$ cat src/rtl/acc_pkg.sv
// acc_pkg: shared definitions for the FHEW accumulator-loop sequencer.
//   acc_state_e : sequencer FSM states
//   ADDR_W, L   : stream address width and stream length for the default ring/PE split
//                 (RING_DEPTH=10, PE_DEPTH=3 -> 7-bit addresses, 128 beats per stream)
package acc_pkg;

  typedef enum logic [2:0] {
    StIdle = 3'd0,
    StIntt = 3'd1,
    StDec  = 3'd2,
    StNtt  = 3'd3,
    StMac  = 3'd4,
    StFin  = 3'd5
  } acc_state_e;

  localparam int unsigned RingDepthDef = 10;
  localparam int unsigned PeDepthDef   = 3;

  localparam int unsigned ADDR_W = RingDepthDef - PeDepthDef;
  localparam int unsigned L      = 1 << ADDR_W;

endpackage

$ cat src/rtl/acc_stream_cnt.sv
// acc_stream_cnt: stream counter shared by the DEC and MAC phases.
// A start pulse launches one phase of 2^AddrW + StageDelay cycles. The first 2^AddrW cycles
// carry a valid beat with addr = beat index; the remaining cycles drain the pipeline with
// addr held at 0. sel_i picks which valid bit the phase drives (0: DEC, 1: MAC).
// All outputs are registered and describe the current phase cycle.
// Ports:
//   clk, reset   clock, synchronous active-low reset
//   start_i      launch a phase; first phase cycle follows the next edge
//   sel_i        phase selector, sampled with start_i
//   valid_o[1:0] {mac beat valid, dec beat valid}
//   addr_o       stream address
//   last_o       high in the final cycle of the phase
module acc_stream_cnt
  import acc_pkg::*;
#(
  parameter int unsigned AddrW      = ADDR_W,
  parameter int unsigned StageDelay = 8
) (
  input  logic             clk,
  input  logic             reset,
  input  logic             start_i,
  input  logic             sel_i,
  output logic [1:0]       valid_o,
  output logic [AddrW-1:0] addr_o,
  output logic             last_o
);

  localparam int unsigned Len   = 1 << AddrW;
  localparam int unsigned Total = Len + StageDelay;
  localparam int unsigned CntW  = $clog2(Total + 1);

  localparam logic [CntW-1:0] LenC  = CntW'(Len);
  localparam logic [CntW-1:0] LastC = CntW'(Total - 1);

  logic            active_q, active_d;
  logic            sel_q, sel_d;
  logic [CntW-1:0] cnt_q, cnt_d;
  logic [1:0]      valid_q, valid_d;
  logic [AddrW-1:0] addr_q, addr_d;
  logic            last_q, last_d;
  logic            in_stream;

  always_comb begin
    active_d = active_q;
    sel_d    = sel_q;
    cnt_d    = cnt_q;
    if (start_i) begin
      active_d = 1'b1;
      sel_d    = sel_i;
      cnt_d    = '0;
    end else if (active_q) begin
      if (cnt_q == LastC) begin
        active_d = 1'b0;
        cnt_d    = '0;
      end else begin
        cnt_d = cnt_q + 1'b1;
      end
    end

    // Outputs are decoded from the next count so they line up with the phase cycle.
    in_stream = active_d && (cnt_d < LenC);
    valid_d   = 2'b00;
    if (in_stream) valid_d = sel_d ? 2'b10 : 2'b01;
    addr_d = in_stream ? cnt_d[AddrW-1:0] : '0;
    last_d = active_d && (cnt_d == LastC);
  end

  always_ff @(posedge clk) begin
    if (!reset) begin
      active_q <= 1'b0;
      sel_q    <= 1'b0;
      cnt_q    <= '0;
      valid_q  <= 2'b00;
      addr_q   <= '0;
      last_q   <= 1'b0;
    end else begin
      active_q <= active_d;
      sel_q    <= sel_d;
      cnt_q    <= cnt_d;
      valid_q  <= valid_d;
      addr_q   <= addr_d;
      last_q   <= last_d;
    end
  end

  assign valid_o = valid_q;
  assign addr_o  = addr_q;
  assign last_o  = last_q;

endmodule

$ cat src/rtl/acc_loop_seq.sv
// acc_loop_seq: sequencer for the FHEW accumulator (blind-rotation) loop.
// Each iteration: INTT -> decomposition stream -> parallel NTTs -> key-multiply/accumulate
// stream; repeated n_iter times. External datapaths are driven only by start/done
// handshakes plus the shared stream address.
// Optional build macro: ACC_SEQ_WDOG_EN enables a watchdog on the INTT/NTT waits; when it
// expires err is set, done pulses and the sequencer returns to idle. Without it err is 0.
// Ports:
//   clk, reset            clock, synchronous active-low reset
//   start, n_iter         run request (ignored while busy) and iteration count
//   intt_start/intt_done  INTT handshake
//   dec_valid             decomposer beat valid
//   ntt_start/ntt_done    parallel NTT handshake (per-instance done, any order)
//   mac_valid             key-multiply beat valid
//   addr                  stream address for DEC/MAC beats
//   iter_cnt              completed iterations
//   busy, done, err       status: not idle, end-of-run pulse, watchdog fired (sticky)
module acc_loop_seq
  import acc_pkg::*;
#(
  parameter int unsigned RING_DEPTH  = 10,
  parameter int unsigned PE_DEPTH    = 3,
  parameter int unsigned NTT_NUMBER  = 4,
  parameter int unsigned STAGE_DELAY = 8,
  parameter int unsigned ITER_W      = 10,
  parameter int unsigned TIMEOUT     = 4096
) (
  input  logic                           clk,
  input  logic                           reset,
  input  logic                           start,
  input  logic [ITER_W-1:0]              n_iter,
  output logic                           intt_start,
  input  logic                           intt_done,
  output logic                           dec_valid,
  output logic [NTT_NUMBER-1:0]          ntt_start,
  input  logic [NTT_NUMBER-1:0]          ntt_done,
  output logic                           mac_valid,
  output logic [RING_DEPTH-PE_DEPTH-1:0] addr,
  output logic [ITER_W-1:0]              iter_cnt,
  output logic                           busy,
  output logic                           done,
  output logic                           err
);

  localparam int unsigned StrmAddrW = RING_DEPTH - PE_DEPTH;

  acc_state_e            state_q, state_d;
  logic [ITER_W-1:0]     n_iter_q, n_iter_d;
  logic [ITER_W-1:0]     iter_cnt_q, iter_cnt_d;
  logic [ITER_W-1:0]     iter_next;
  logic [NTT_NUMBER-1:0] nd_q, nd_d, nd_all;
  logic                  intt_start_q, intt_start_d;
  logic [NTT_NUMBER-1:0] ntt_start_q, ntt_start_d;
  logic                  busy_q, busy_d;
  logic                  done_q, done_d;

  logic                  strm_start, strm_sel, strm_last;
  logic [1:0]            strm_valid;

`ifdef ACC_SEQ_WDOG_EN
  localparam int unsigned WdW = $clog2(TIMEOUT + 1);
  localparam logic [WdW-1:0] WdLast = WdW'(TIMEOUT - 1);

  logic [WdW-1:0] wd_q, wd_d;
  logic           err_q, err_d;
`else
  logic unused_timeout;
  assign unused_timeout = ^TIMEOUT;
`endif

  always_comb begin
    state_d      = state_q;
    n_iter_d     = n_iter_q;
    iter_cnt_d   = iter_cnt_q;
    nd_d         = nd_q;
    intt_start_d = 1'b0;
    ntt_start_d  = '0;
    done_d       = 1'b0;
    strm_start   = 1'b0;
    strm_sel     = 1'b0;
    iter_next    = iter_cnt_q + 1'b1;
    // Completion seen so far, including this cycle's pulses.
    nd_all       = nd_q | ntt_done;

    unique case (state_q)
      StIdle: begin
        if (start) begin
          n_iter_d   = n_iter;
          iter_cnt_d = '0;
          if (n_iter == '0) begin
            state_d = StFin;
          end else begin
            state_d      = StIntt;
            intt_start_d = 1'b1;
          end
        end
      end
      StIntt: begin
        if (intt_done) begin
          state_d    = StDec;
          strm_start = 1'b1;
        end
      end
      StDec: begin
        if (strm_last) begin
          state_d     = StNtt;
          ntt_start_d = {NTT_NUMBER{1'b1}};
        end
      end
      StNtt: begin
        if (&nd_all) begin
          nd_d       = '0;
          state_d    = StMac;
          strm_start = 1'b1;
          strm_sel   = 1'b1;
        end else begin
          nd_d = nd_all;
        end
      end
      StMac: begin
        if (strm_last) begin
          iter_cnt_d = iter_next;
          if (iter_next == n_iter_q) begin
            state_d = StFin;
          end else begin
            state_d      = StIntt;
            intt_start_d = 1'b1;
          end
        end
      end
      StFin: begin
        done_d  = 1'b1;
        state_d = StIdle;
      end
      default: state_d = StIdle;
    endcase

`ifdef ACC_SEQ_WDOG_EN
    err_d = err_q;
    if (state_q == StIdle && start) err_d = 1'b0;
    // Counts only while parked in a wait state; any state change restarts it.
    wd_d = '0;
    if ((state_q == StIntt || state_q == StNtt) && state_d == state_q) begin
      if (wd_q == WdLast) begin
        state_d = StIdle;
        done_d  = 1'b1;
        err_d   = 1'b1;
        nd_d    = '0;
      end else begin
        wd_d = wd_q + 1'b1;
      end
    end
`endif

    busy_d = (state_d != StIdle);
  end

  always_ff @(posedge clk) begin
    if (!reset) begin
      state_q      <= StIdle;
      n_iter_q     <= '0;
      iter_cnt_q   <= '0;
      nd_q         <= '0;
      intt_start_q <= 1'b0;
      ntt_start_q  <= '0;
      busy_q       <= 1'b0;
      done_q       <= 1'b0;
`ifdef ACC_SEQ_WDOG_EN
      wd_q         <= '0;
      err_q        <= 1'b0;
`endif
    end else begin
      state_q      <= state_d;
      n_iter_q     <= n_iter_d;
      iter_cnt_q   <= iter_cnt_d;
      nd_q         <= nd_d;
      intt_start_q <= intt_start_d;
      ntt_start_q  <= ntt_start_d;
      busy_q       <= busy_d;
      done_q       <= done_d;
`ifdef ACC_SEQ_WDOG_EN
      wd_q         <= wd_d;
      err_q        <= err_d;
`endif
    end
  end

  acc_stream_cnt #(
    .AddrW      (StrmAddrW),
    .StageDelay (STAGE_DELAY)
  ) u_stream_cnt (
    .clk     (clk),
    .reset   (reset),
    .start_i (strm_start),
    .sel_i   (strm_sel),
    .valid_o (strm_valid),
    .addr_o  (addr),
    .last_o  (strm_last)
  );

  assign intt_start = intt_start_q;
  assign ntt_start  = ntt_start_q;
  assign dec_valid  = strm_valid[0];
  assign mac_valid  = strm_valid[1];
  assign iter_cnt   = iter_cnt_q;
  assign busy       = busy_q;
  assign done       = done_q;
`ifdef ACC_SEQ_WDOG_EN
  assign err        = err_q;
`else
  assign err        = 1'b0;
`endif

endmodule

$ cat config.mk
export PLATFORM = sky130hd
export DESIGN_NAME = acc_loop_seq
export DESIGN_NICKNAME = d
export VERILOG_FILES = /design/src/rtl/acc_pkg.sv /design/src/rtl/acc_stream_cnt.sv /design/src/rtl/acc_loop_seq.sv
export SDC_FILE = /design/constraint.sdc
export NUM_CORES = 1
export LEC_CHECK = 0
export ABC_AREA = 1
export CORE_MARGIN = 3
export CORE_UTILIZATION = 25
export CTS_CLUSTER_SIZE = 30
export DETAILED_ROUTE_END_ITERATION = 10
export PLACE_DENSITY = 0.47
export SLEW_MARGIN = 20
export SYNTH_ARGS = -nofsm -noshare
export SYNTH_HDL_FRONTEND = slang
export SYNTH_SLANG_ARGS = --single-unit
$ cat constraint.sdc
create_clock -name clk -period 1.8 [get_ports clk]
set_clock_uncertainty 0.2 [all_clocks]
set_input_delay 0.36 -clock clk [delete_from_list [all_inputs] [get_ports clk]]
set_output_delay 0.36 -clock clk [all_outputs]
set_load 0.01 [all_outputs]
# [Word-level counts from Yosys, hierarchy flattened]
# Cells that the tools add are included.
[classes] addsub=2 magnitude_cmp=1 n_eq_ne=10 muxes=31 bitwise_logic=1 n_reduce_logical=11
[op_table] op="$mux W8" n=3
[op_table] op="$mux W3" n=7
[op_table] op="$mux W10" n=2
[op_table] op="$pmux W10 S2" n=1
[op_table] op="$eq A8 B8 Y1 const B" n=2
[op_table] op="$pmux W3 S5" n=1
[op_table] op="$mux W1" n=12
[op_table] op="$add A10 B1 Y10 const B" n=1
[op_table] op="$eq A10 B10 Y1" n=1
[op_table] op="$logic_not A10 Y1" n=1
[op_table] op="$add A8 B1 Y8 const B" n=1
[op_table] op="$lt A8 B8 Y1 const B" n=1
[op_table] op="$mux W4" n=2
[op_table] op="$eq A3 B2 Y1 const B" n=2
[op_table] op="$eq A3 B3 Y1 const B" n=2
[op_table] op="$reduce_and A2 Y1" n=3
[op_table] op="$or A4 B4 Y4" n=1
[op_table] op="$pmux W1 S2" n=2
[op_table] op="$reduce_and A4 Y1" n=1
[op_table] op="$eq A3 B1 Y1 const B" n=1
[op_table] op="$logic_not A3 Y1" n=1
[op_table] op="$reduce_and A3 Y1" n=1
[op_table] op="$reduce_bool A3 Y1" n=1
[op_table] op="$logic_and A1 B1 Y1" n=2
[op_table] op="4 further kinds" n=4
[word_totals] regBits=54 in_bits=18 out_inout_bits=27

# [Logic depth before layout (Yosys ltp)]
# Gate-level depths: netlist of the first run.
[depth] word_depth=8 ltp_mapped=16

# [By module]
# Synthesis of the first run repeated with hierarchy kept, for this count alone.
[hier_totals] cells_unflattened=360 hier_area_um2=2499.9
[modules_own_cells] module="acc_loop_seq" instances=1 cells_per_inst=245 area_each_um2=1634.1
[modules_own_cells] module="acc_stream_cnt" instances=1 cells_per_inst=115 area_each_um2=865.8

# [Worst setup path after synthesis of the first run]
# OpenSTA, ideal clock, no wires.
[synth_timing] path_type="reg2reg" startpoint="register iter_cnt_q[0] (netlist: iter_cnt[0])" endpoint="register busy_q (netlist: busy)" setup_time_ps=114 t_arrival_ps=1607 required_ps=1486 setup_slack_ps=-120 stages_incl_launch_ff=15 path_buffers=0 synth_period_minus_slack_ps=1920 cell_sequence="dfxtp_1 -> ha_1 -> nand2_2 -> nor2_4 -> nand3_1 -> nand2_1 -> nand3_1 -> nand2_1 -> nor2_1 -> nand3_1 -> nand2_1 -> nand2_1 -> nand2_1 -> nand2_1 -> nand2_1"
[synth_via] elab_chain_cells=6
[synth_lines] element="from (decl)" line="acc_loop_seq.sv:48" rtl="logic [ITER_W-1:0] iter_cnt_q, iter_cnt_d;"
[synth_lines] element="from (signal assigned)" line="acc_loop_seq.sv:174" rtl="iter_cnt_q <= iter_cnt_d;"
[synth_lines] element="$add A10 B1 Y10" line="acc_loop_seq.sv:80" rtl="iter_next = iter_cnt_q + 1'b1;"
[synth_lines] element="$eq A10 B10 Y1" line="acc_loop_seq.sv:122" rtl="if (iter_next == n_iter_q) begin"
[synth_lines] element="$mux W3" line="acc_loop_seq.sv:122"
[synth_lines] element="$mux W3" line="acc_loop_seq.sv:120" rtl="if (strm_last) begin"
[synth_lines] element="$pmux W3 S5" line="acc_loop_seq.sv:84" rtl="unique case (state_q)"
[synth_lines] element="$reduce_bool A3 Y1" line="acc_loop_seq.sv:154" rtl="busy_d = (state_d != StIdle);"
[synth_lines] element="to (signal assigned)" line="acc_loop_seq.sv:178" rtl="busy_q <= busy_d;"
[synth_lines] element="to (decl)" line="acc_loop_seq.sv:53" rtl="logic busy_q, busy_d;"
# Every way passes these cells.
# A chain may end at the register's enable or synchronous reset.

# [Worst setup path in the final report of the first run]
# Same ends and word-level chain as after synthesis.

==> results.txt, run 1 <==
* Multiplexer area fraction after synthesis: 0
- Internal power comes to 1.60 mW.
- Routed via count: approximately 2400
- Top-level I/O count: 45
- Cell type contributing the most total cell area after synthesis: sky130_fd_sc_hd__dfxtp_1
- Post-layout utilization of the core: 0.379
- In the final timing run, aggregate negative setup slack is -0.0943 ns.
- Initial antenna violation count: 0
- Clock-pin slew was measured on the worst setup and hold paths at 0.09 ns.
* Count of cells along the worst hold path: 2
- TritonCTS built the clock tree.
- Count of state elements after synthesis: 51
* DIE AREA: 10800 um^2
- Violated checks: setup timing
* Length of the first detailed-routing pass in iterations: 5
* Share of the yosys chip area belonging to registers: 0.425
- Post-route DRC: 0
- Entering global routing, the biggest net connects 17 pins.
- In this run the tool buffered the top-level ports with 43 buffer cells.
- GP Congestion: just over 0.8
* Number of enable-type register cells in the synthesized netlist: 0
- The die is 104 um wide.
* Largest family of logic cells by synthesized area: simple AND/OR/NAND/NOR gates
- Subtracting the final worst setup slack from the clock period gives 1.85 ns.
- The total count of max-transition violations in the final report was 0.
- Die extent in y: 104 um
- The floorplan has 35 rows.
* Primary flip-flop cell chosen by synthesis mapping: sky130_fd_sc_hd__dfxtp_1
- The share of total power dissipated in the clock network is 0.307.
- DRC violation total after the first TritonRoute iteration: slightly below 100
- Global routing usage summed across all routing layers: 0.123
- Depth of the CTS H-tree: 2
- The flow ran to the end, but the final reports show violations.
- Part of the cycle the worst path needs: 1.03
- Worst Path Class, Setup: reg2reg
* Parity-gate share of the synthesized area counting xor and xnor cells: 0.0276
- Data arrival time of the worst path: 1.91 ns
- The first global-routing pass estimated 11000 um of wire.
- Buffer levels on the longest clock path: 2
- Top post-synthesis cells by count: 67 x sky130_fd_sc_hd__nand2_1, 51 x sky130_fd_sc_hd__dfxtp_1, 50 x sky130_fd_sc_hd__nor2_1
- Of the total power, registers draw 0.541.
* Clock insertion delay at the later pin of the skew report: 0.32 ns
- CTS saw 51 sinks.
- The analysis attributes to cell leakage a power of 1.51 nW.
- Wire length per cell: 11.3 um
* Overall power after layout: roughly 2.2 mW
* Critical register-to-register path startpoint: iter_cnt[0]$_SDFFE_PN0P_
- The netlist uses 31 different library cells.
- After clock tree synthesis, the flow added hold-fix buffers numbering 0.
* Area share of the largest cell type after synthesis: 0.425
- For this design the total switching power over the nets is 0.604 mW.
- In the final layout, the share of cells above drive strength 1 is 0.246.
- In this run the worst hold path is classified as reg2reg.
* Via count of the first global-routing pass: 2300
* Peak clock frequency supported by timing: 540 MHz
- Setup repair after global routing could not meet its margin everywhere.
* Peak supply drop: 243 uV
- Sw Ratio: 0.274
* Kind of launch point of the worst setup path: flop
- In the final layout, the multi-input gates occupy 1240 um^2.
- Largest cells by area after synthesis: sky130_fd_sc_hd__dfxtp_1 43%, sky130_fd_sc_hd__nand2_1 10%, sky130_fd_sc_hd__nor2_1 7.8%
- Reg area: 1040 um^2
- From synthesis to final layout, the design area changed by 46.5%.
- A synthesized cell averages 7.02 um^2.
* Crit path required time: 1.86 ns
- The startpoint identified for the worst hold timing path is nd_q[2]$_SDFFE_PN0P_.
- Post-DRT Antenna Nets: 0
- The total area inside the core boundary comes to 9280 um^2.
- The path with the worst hold slack has its endpoint at nd_q[2]$_SDFFE_PN0P_.
* Post-synthesis async set-or-reset flop share: 0
- Most frequently used cell type in the post-synthesis netlist: sky130_fd_sc_hd__nand2_1
- Along the worst path, the maximum fanout reaches 4.
- Combined area of all synthesized cells: 2400 um^2
- Number of warnings printed during yosys synthesis: 0
- The number of nets handed over by synthesis was 362.
* Post-DR vias/cell: 4.24
* Overall overflow remaining after global route: 0
- # nets final: ~450
* Fill cell total of the finished layout: 1018
* Max-cap violations: 0
- Of the total synthesized cell area, the portion taken by AND, OR, NAND and NOR gates is 0.334.
* Antenna diode instance count: 0
- Gate count of the mapped netlist: 342
* Compound-gate portion of the synthesized area: 0.103
- In this run the register-to-register setup slack is -0.05 ns.
- Share of synthesized cell area in full adder, half adder and majority cells: 0.0104
* CP Capture Type: flop
* Count of final hold-check violations: 0
- Power share of the combinational group: 0.152
* Worst setup slack after layout: -0.0517 ns
- Worst r2r dst: busy$_SDFF_PN0_
- Once detailed placement completed, the half-perimeter wirelength came to just over 5000 um.
- Total detailed-routing wirelength: 6370 um
* CTS Root Buffer Type: sky130_fd_sc_hd__clkbuf_8
- Setup violation total in the final timing report: 2
- For the worst flop-to-flop path, the logic depth is 15.
* Number of clock buffers inserted by TritonCTS: 5
- Starting density of the core: 0.259
- Power spread over the standard cell area amounts to 626 nW/um^2.
==> registers in the layout (all words and copies together) (netlist names) <==
name and flops:
u_stream_cnt.valid_o 2, u_stream_cnt.last_o 1, busy 1, u_stream_cnt.sel_q 1
iter_cnt 10, intt_start 1, u_stream_cnt.cnt_q 8, n_iter_q 10
u_stream_cnt.active_q 1, u_stream_cnt.addr_o 7, done 1, nd_q 4
ntt_start 1, state_q 3
==> kinds of logic after synthesis <==
family,after synthesis
and+or+nand+nor,179
AOI/OAI and AO/OA,47
xor gates and xnor gates,6
buffers and inverters,56
DFF,51
other,1
adders and majority gates,2
==> cells in the final DEF, fill, tap and decap left out, drive strengths merged, types with 3 or more instances in the layout <==
| cell type | synthesis | layout |
|---|---|---|
| o21ai | 18 | 18 |
| nor4 | 3 | 3 |
| dlymetal6s2s | 0 | 4 |
| nor3 | 9 | 9 |
| nand3 | 31 | 31 |
| nor2 | 53 | 53 |
| buf | 6 | 52 |
| clkbuf | 4 | 5 |
| dlygate4sd2 | 0 | 10 |
| a21oi | 25 | 25 |
| clkdlybuf4s50 | 0 | 29 |
| dfxtp | 51 | 51 |
| nand2 | 76 | 76 |
| xor2 | 3 | 3 |
| inv | 46 | 46 |
| nand4 | 6 | 6 |
==> per-stage QoR <==
stage	cell area (um^2)	instances	setup slack (ns)	hold slack, ns
2_1_floorplan	2420	342	0.0273	0.222
3_3_place_gp	3310	552	-0.303	0.234
3_5_place_dp	3310	552	-0.331	0.242
4_1_cts	3410	560	-0.0947	0.256
5_1_grt	3520	564	-0.250	0.294
6_report	3520	564	-0.0517	0.265
==> per-layer routing <==
layer  track usage  part of all wire
met3        0.0304             0.034
met4        0.0285            0.0096
met2         0.201              0.47
met5             0                 0
met1         0.165              0.48
==> worst max-delay path, stage by stage (launching register included) <==
cell	delay, ns
sky130_fd_sc_hd__dfxtp_4	0.37
sky130_fd_sc_hd__ha_4	0.28
sky130_fd_sc_hd__inv_2	0.03
sky130_fd_sc_hd__nand2_2	0.04
sky130_fd_sc_hd__nand2_2	0.04
sky130_fd_sc_hd__nor2_1	0.08
sky130_fd_sc_hd__nand2_1	0.06
sky130_fd_sc_hd__nor2_1	0.11
sky130_fd_sc_hd__nand3_1	0.11
sky130_fd_sc_hd__nor2_2	0.14
sky130_fd_sc_hd__nand3_2	0.08
sky130_fd_sc_hd__nand2_1	0.06
sky130_fd_sc_hd__nand2_1	0.04
sky130_fd_sc_hd__nand2_1	0.07
sky130_fd_sc_hd__nand2_2	0.06
sky130_fd_sc_hd__nand2_1	0.05
==> cell type report <==
| class | instances | share of cell area |
|---|---|---|
| clock inverter | 3 | 0.00569 |
| inverter | 46 | 0.0491 |
| multi-input combinational | 235 | 0.352 |
| timing repair buffer | 95 | 0.232 |
| sequential | 51 | 0.295 |
| clock buffer | 5 | 0.0196 |
| tap | 129 | 0.0459 |
==> worst max-delay path by stage <==
stage / startpoint / to / slack, ns / depth (start not counted)
after floorplan: iter_cnt[0]$_SDFFE_PN0P_ / busy$_SDFF_PN0_ / 0.03 / 14
after global placement: ntt_done[0] / u_stream_cnt.last_o$_SDFF_PN0_ / -0.30 / 13
after global routing: iter_cnt[0]$_SDFFE_PN0P_ / busy$_SDFF_PN0_ / -0.25 / 15
final: iter_cnt[0]$_SDFFE_PN0P_ / busy$_SDFF_PN0_ / -0.05 / 15
after CTS: iter_cnt[0]$_SDFFE_PN0P_ / busy$_SDFF_PN0_ / -0.09 / 15
after detailed placement: ntt_done[0] / u_stream_cnt.last_o$_SDFF_PN0_ / -0.33 / 14
==> power by group through the flow <==
| stage | clock network (mW) | logic, mW | registers [mW] |
|---|---|---|---|
| 3_5_place_dp | 0 | 0.313 | 1.22 |
| 5_1_grt | 0.772 | 0.381 | 1.20 |
| 3_3_place_gp | 0 | 0.312 | 1.22 |
| 4_1_cts | 0.709 | 0.316 | 1.19 |
| 6_report | 0.677 | 0.334 | 1.19 |
| 2_1_floorplan | 0 | 0.159 | 1.22 |
==> what timing repair did <==
item	4_1_cts	5_1_grt
pin swaps	5	15
gates resized for setup	20	29
setup buffers	0	4
endpoints found under the hold margin	0	0
setup endpoints to repair	17	23
Power figures use the tool's default switching activity.
==> run 2, diff against run 1 <==
--- a/config.mk
+++ b/config.mk
@@ -6,11 +6,13 @@
 export NUM_CORES = 1
 export LEC_CHECK = 0
 export ABC_AREA = 1
+export CELL_PAD_IN_SITES_DETAIL_PLACEMENT = 2
+export CELL_PAD_IN_SITES_GLOBAL_PLACEMENT = 2
 export CORE_MARGIN = 3
 export CORE_UTILIZATION = 25
 export CTS_CLUSTER_SIZE = 30
 export DETAILED_ROUTE_END_ITERATION = 10
-export PLACE_DENSITY = 0.47
+export PLACE_DENSITY = 0.72
 export SLEW_MARGIN = 20
 export SYNTH_ARGS = -nofsm -noshare
 export SYNTH_HDL_FRONTEND = slang
==> constraint.sdc (replaced) <==
create_clock -name clk -period 2.3 [get_ports clk]
set_clock_uncertainty 0.2 [all_clocks]
set_input_delay 0.46 -clock clk [delete_from_list [all_inputs] [get_ports clk]]
set_output_delay 0.46 -clock clk [all_outputs]
set_load 0.01 [all_outputs]
==> run 2 against run 1 <==
Net effect:
- the run now ends clean
- routed wire length grew 16%
- flip-flop and latch count is the same
- first-iteration DRC count decreased by 41%
- non-clock buffer count down 43
- core utilization shrank 4.3 points
- critical endpoint is now iter_cnt[0]
- largest cell class unchanged
- highest routed layer unchanged
==> results.txt, run 2 (same netlist as run 1, synthesis figures left out) <==
- Clock insertion delay at the later pin of the skew report: 0.30 ns (-0.02 ns)
- The number of global-route vias before repair is 2560 (+11%).
- Slowest-stage cell, CP: sky130_fd_sc_hd__clkdlybuf4s50_1
- The number of levels the H-tree was split into is 2 (unchanged).
- Post-DRT Antenna Nets: 0 (unchanged)
- The count of instances resized after the clock tree is built is 0 (-100%).
- Initial antenna violation count: 0 (unchanged)
- The share of final-layout standard cells stronger than drive strength 1 was 0.0893 (-0.157).
- The final number of setup-violating endpoints came to 0 (-2).
- The starting density of the core is 0.259 (unchanged).
- The total number of vias was 2366 (-1.0%).
- The worst setup path is of the reg2out kind.
* Launch point of the worst hold path: nd_q[2]$_SDFFE_PN0P_
* CTS tree: yes
- The starting DRC count in detailed routing came to 58 (-41%).
- Kind of path behind the tightest hold check: reg2reg
- Total negative setup slack: 0 ns (+0.0943 ns)
- The maximum number of buffers from clock root to sink is 2 (unchanged).
- The internal power of the cells is 1.23 mW (-23%).
- The leakage power is 1.17 nW (-22%).
- The DRC violation count after routing is 0 (unchanged).
* Status: complete, no violations
- The path with the worst hold slack has its endpoint at nd_q[2]$_SDFFE_PN0P_.
- The total clock sinks was 51 (unchanged).
- The largest incremental delay on the critical path is 0.54 ns (+0.17 ns).
- Most common cell after layout, fill and taps aside: sky130_fd_sc_hd__nand2_1
* Count of final hold-check violations: 0 (unchanged)
- Fin crit period: ~2.1 ns
- The first-pass GRT wire length is 12600 um (+14%).
* Overall overflow remaining after global route: 0 (unchanged)
- CTS clock-pin slew for the worst setup and hold paths: 0.10 ns (about the same)
* Critical register-to-register path startpoint: iter_cnt[0]$_SDFFE_PN0P_
- Power per cell area: 547 nW/um^2 (-13%)
- Sw Ratio: 0.279 (+0.00493)
- GP Congestion: 0.756 (-8.0%)
* Power share of the combinational group: 0.132 (-0.020)
* Data arrival time of the worst path: 1.44 ns (-0.47 ns)
* Peak supply drop: 243 uV (-0.14%)
* Part of the total power dissipated in the clock network: 0.319 (+0.012)
- Relative to the synthesized area, the layout overhead comes to 29.7%.
- Post-route non-filler standard cell count: 521 (-7.6%)
* Site Rows: 35 (unchanged)
- Top-level I/O count: 45 (unchanged)
* Overall power after layout: 1.70 mW (-23%)
- Number of hold buffers added after CTS: 0 (unchanged)
- Detail Placement HPWL: 5980 um (+19%)
- The x dimension of the die was 104 um (unchanged).
- The via density per instance came to 4.54 (+7.2%).
- Length of the first detailed-routing pass in iterations: 4 (-1)
- Buffers & Inverters on Critical Path: 2 (+1)
- The critical path data required time came to 1.64 ns (-0.22 ns).
- Highest fanout seen on the critical path: 6 (+2)
* Number of clock buffers inserted by TritonCTS: 5 (unchanged)
- The total count of max-transition violations in the final report came to 0 (unchanged).
- Setup repair after global routing left no endpoint under its margin.
- The worst setup path is captured at an output port.
- Count of cells along the worst hold path: 2 (unchanged)
- The chip height was 104 um (unchanged).
* Sequential group share of total power: 0.549 (+0.008)
- The standard cell core area came to 9280 um^2 (unchanged).
- The pin count of the biggest net entering global routing came to 19 (+2).
* Inst Count DP: 513 (-7.1%)
* Part of the cycle the worst path needs: 0.915
- Global routing usage summed across all routing layers: 0.141 (+0.0176)
- CTS Root Buffer Type: sky130_fd_sc_hd__clkbuf_8
- The routed length per instance came to 14.2 um (+26%).
- Antenna diode instance count: 0 (unchanged)
- Total detailed-routing wirelength: 7410 um (+16%)
- The net switching component of the power is 0.475 mW (-21%).
- Highest-count cells in the layout ignoring fill and taps: 67 x sky130_fd_sc_hd__nand2_1, 51 x sky130_fd_sc_hd__dfxtp_1, 50 x sky130_fd_sc_hd__nor2_1
- The worst hold-check slack is 0.260 ns (-0.00511 ns).
- The worst setup path is launched from a flop.
- The post-CTS setup repair buffer count came to 0 (unchanged).
* DIE AREA: 10800 um^2 (unchanged)
- Worst r2r dst: busy$_SDFF_PN0_
* Port Buf Inserts: 43 (unchanged)
* # nets final: 411 (-9.5%)
* Internal reg-to-reg setup slack: 0.26 ns (+0.31 ns)
* Max-cap violations: 0 (unchanged)
- Sequence of cells on the critical path: buf_4 > clkdlybuf4s50_1
* Peak clock frequency supported by timing: 475 MHz
- Among cell families on the critical path, the largest total delay comes from buffers and inverters.
- The depth of the worst register-to-register path came to 13 (-2).
-- run 2: cell types whose count changed in the layout (fill, tap and decap cells not counted), sizes merged --
cell,previous run,this run
inv,46,47
dlygate4sd2,10,0
clkinv,1,0
buf,52,9
dlymetal6s2s,4,0
clkdlybuf4s50,29,43
-- run 2: area by class of cell --
| type | instances | area, um^2 |
|---|---|---|
| well taps | 129 | 161 |
| clock buffers | 5 | 68.8 |
| flip-flops and latches | 51 | 1020 |
| multi-input cells | 235 | 1160 |
| clock inverters | 3 | 23.8 |
| inverters | 46 | 173 |
| fillers | 1128 | 6170 |
| repair buffers | 52 | 510 |
-- run 2: per-layer routing --
layer | track usage | up-vias | part of all wire
met3 | 0.0248 | 4 | 0.032
met4 | 0.0228 | 0 | 0.0054
met2 | 0.253 | 37 | 0.49
met1 | 0.179 | 1139 | 0.47
li1 | - | 1186 | -
met5 | 0 | - | 0
-- run 2: worst max path at each step --
| stage | start | to | slack (ns) | depth (start not counted) |
|---|---|---|---|---|
| finish | iter_cnt[0]$_SDFFE_PN0P_ | iter_cnt[0] | 0.20 | 2 |
| global route | iter_cnt[0]$_SDFFE_PN0P_ | busy$_SDFF_PN0_ | 0.02 | 13 |
| global placement | ntt_done[0] | u_stream_cnt.last_o$_SDFF_PN0_ | 0.09 | 14 |
| CTS | iter_cnt[0]$_SDFFE_PN0P_ | busy$_SDFF_PN0_ | 0.16 | 13 |
| floorplan | iter_cnt[0]$_SDFFE_PN0P_ | busy$_SDFF_PN0_ | 0.38 | 14 |
| detailed placement | ntt_done[1] | u_stream_cnt.addr_o[3]$_SDFF_PN0_ | 0.003 | 9 |
-- run 2: worst reg2reg max path: stages (launching register included) --
cell and delay (ns):
sky130_fd_sc_hd__dfxtp_1 0.42, sky130_fd_sc_hd__buf_4 0.19, sky130_fd_sc_hd__nand3_1 0.13, sky130_fd_sc_hd__o21ai_1 0.27, sky130_fd_sc_hd__nand2_1 0.09, sky130_fd_sc_hd__nand2_1 0.07, sky130_fd_sc_hd__nand3_1 0.08, sky130_fd_sc_hd__nor2_1 0.12
sky130_fd_sc_hd__nand3_1 0.11, sky130_fd_sc_hd__nand2_1 0.08, sky130_fd_sc_hd__nand2_1 0.04, sky130_fd_sc_hd__nand2_1 0.06, sky130_fd_sc_hd__nand2_1 0.08, sky130_fd_sc_hd__nand2_1 0.07
-- run 2: per-stage QoR --
step	area, um^2	utilization	setup WS, ns
finish	3120	0.336	0.196
global route	3120	0.336	0.0168
CTS	3100	0.334	0.163
detailed placement	3010	0.324	0.00258
global placement	3010	0.324	0.0851
floorplan	2400	-	0.380
-- run 2: power groups by stage --
| stage | clock [mW] | sequential, mW | combinational (mW) |
|---|---|---|---|
| floorplan | 0 | 0.954 | 0.124 |
| CTS | 0.574 | 0.937 | 0.232 |
| detailed placement | 0 | 0.957 | 0.230 |
| global placement | 0 | 0.955 | 0.223 |
| global route | 0.612 | 0.942 | 0.258 |
| finish | 0.543 | 0.936 | 0.225 |
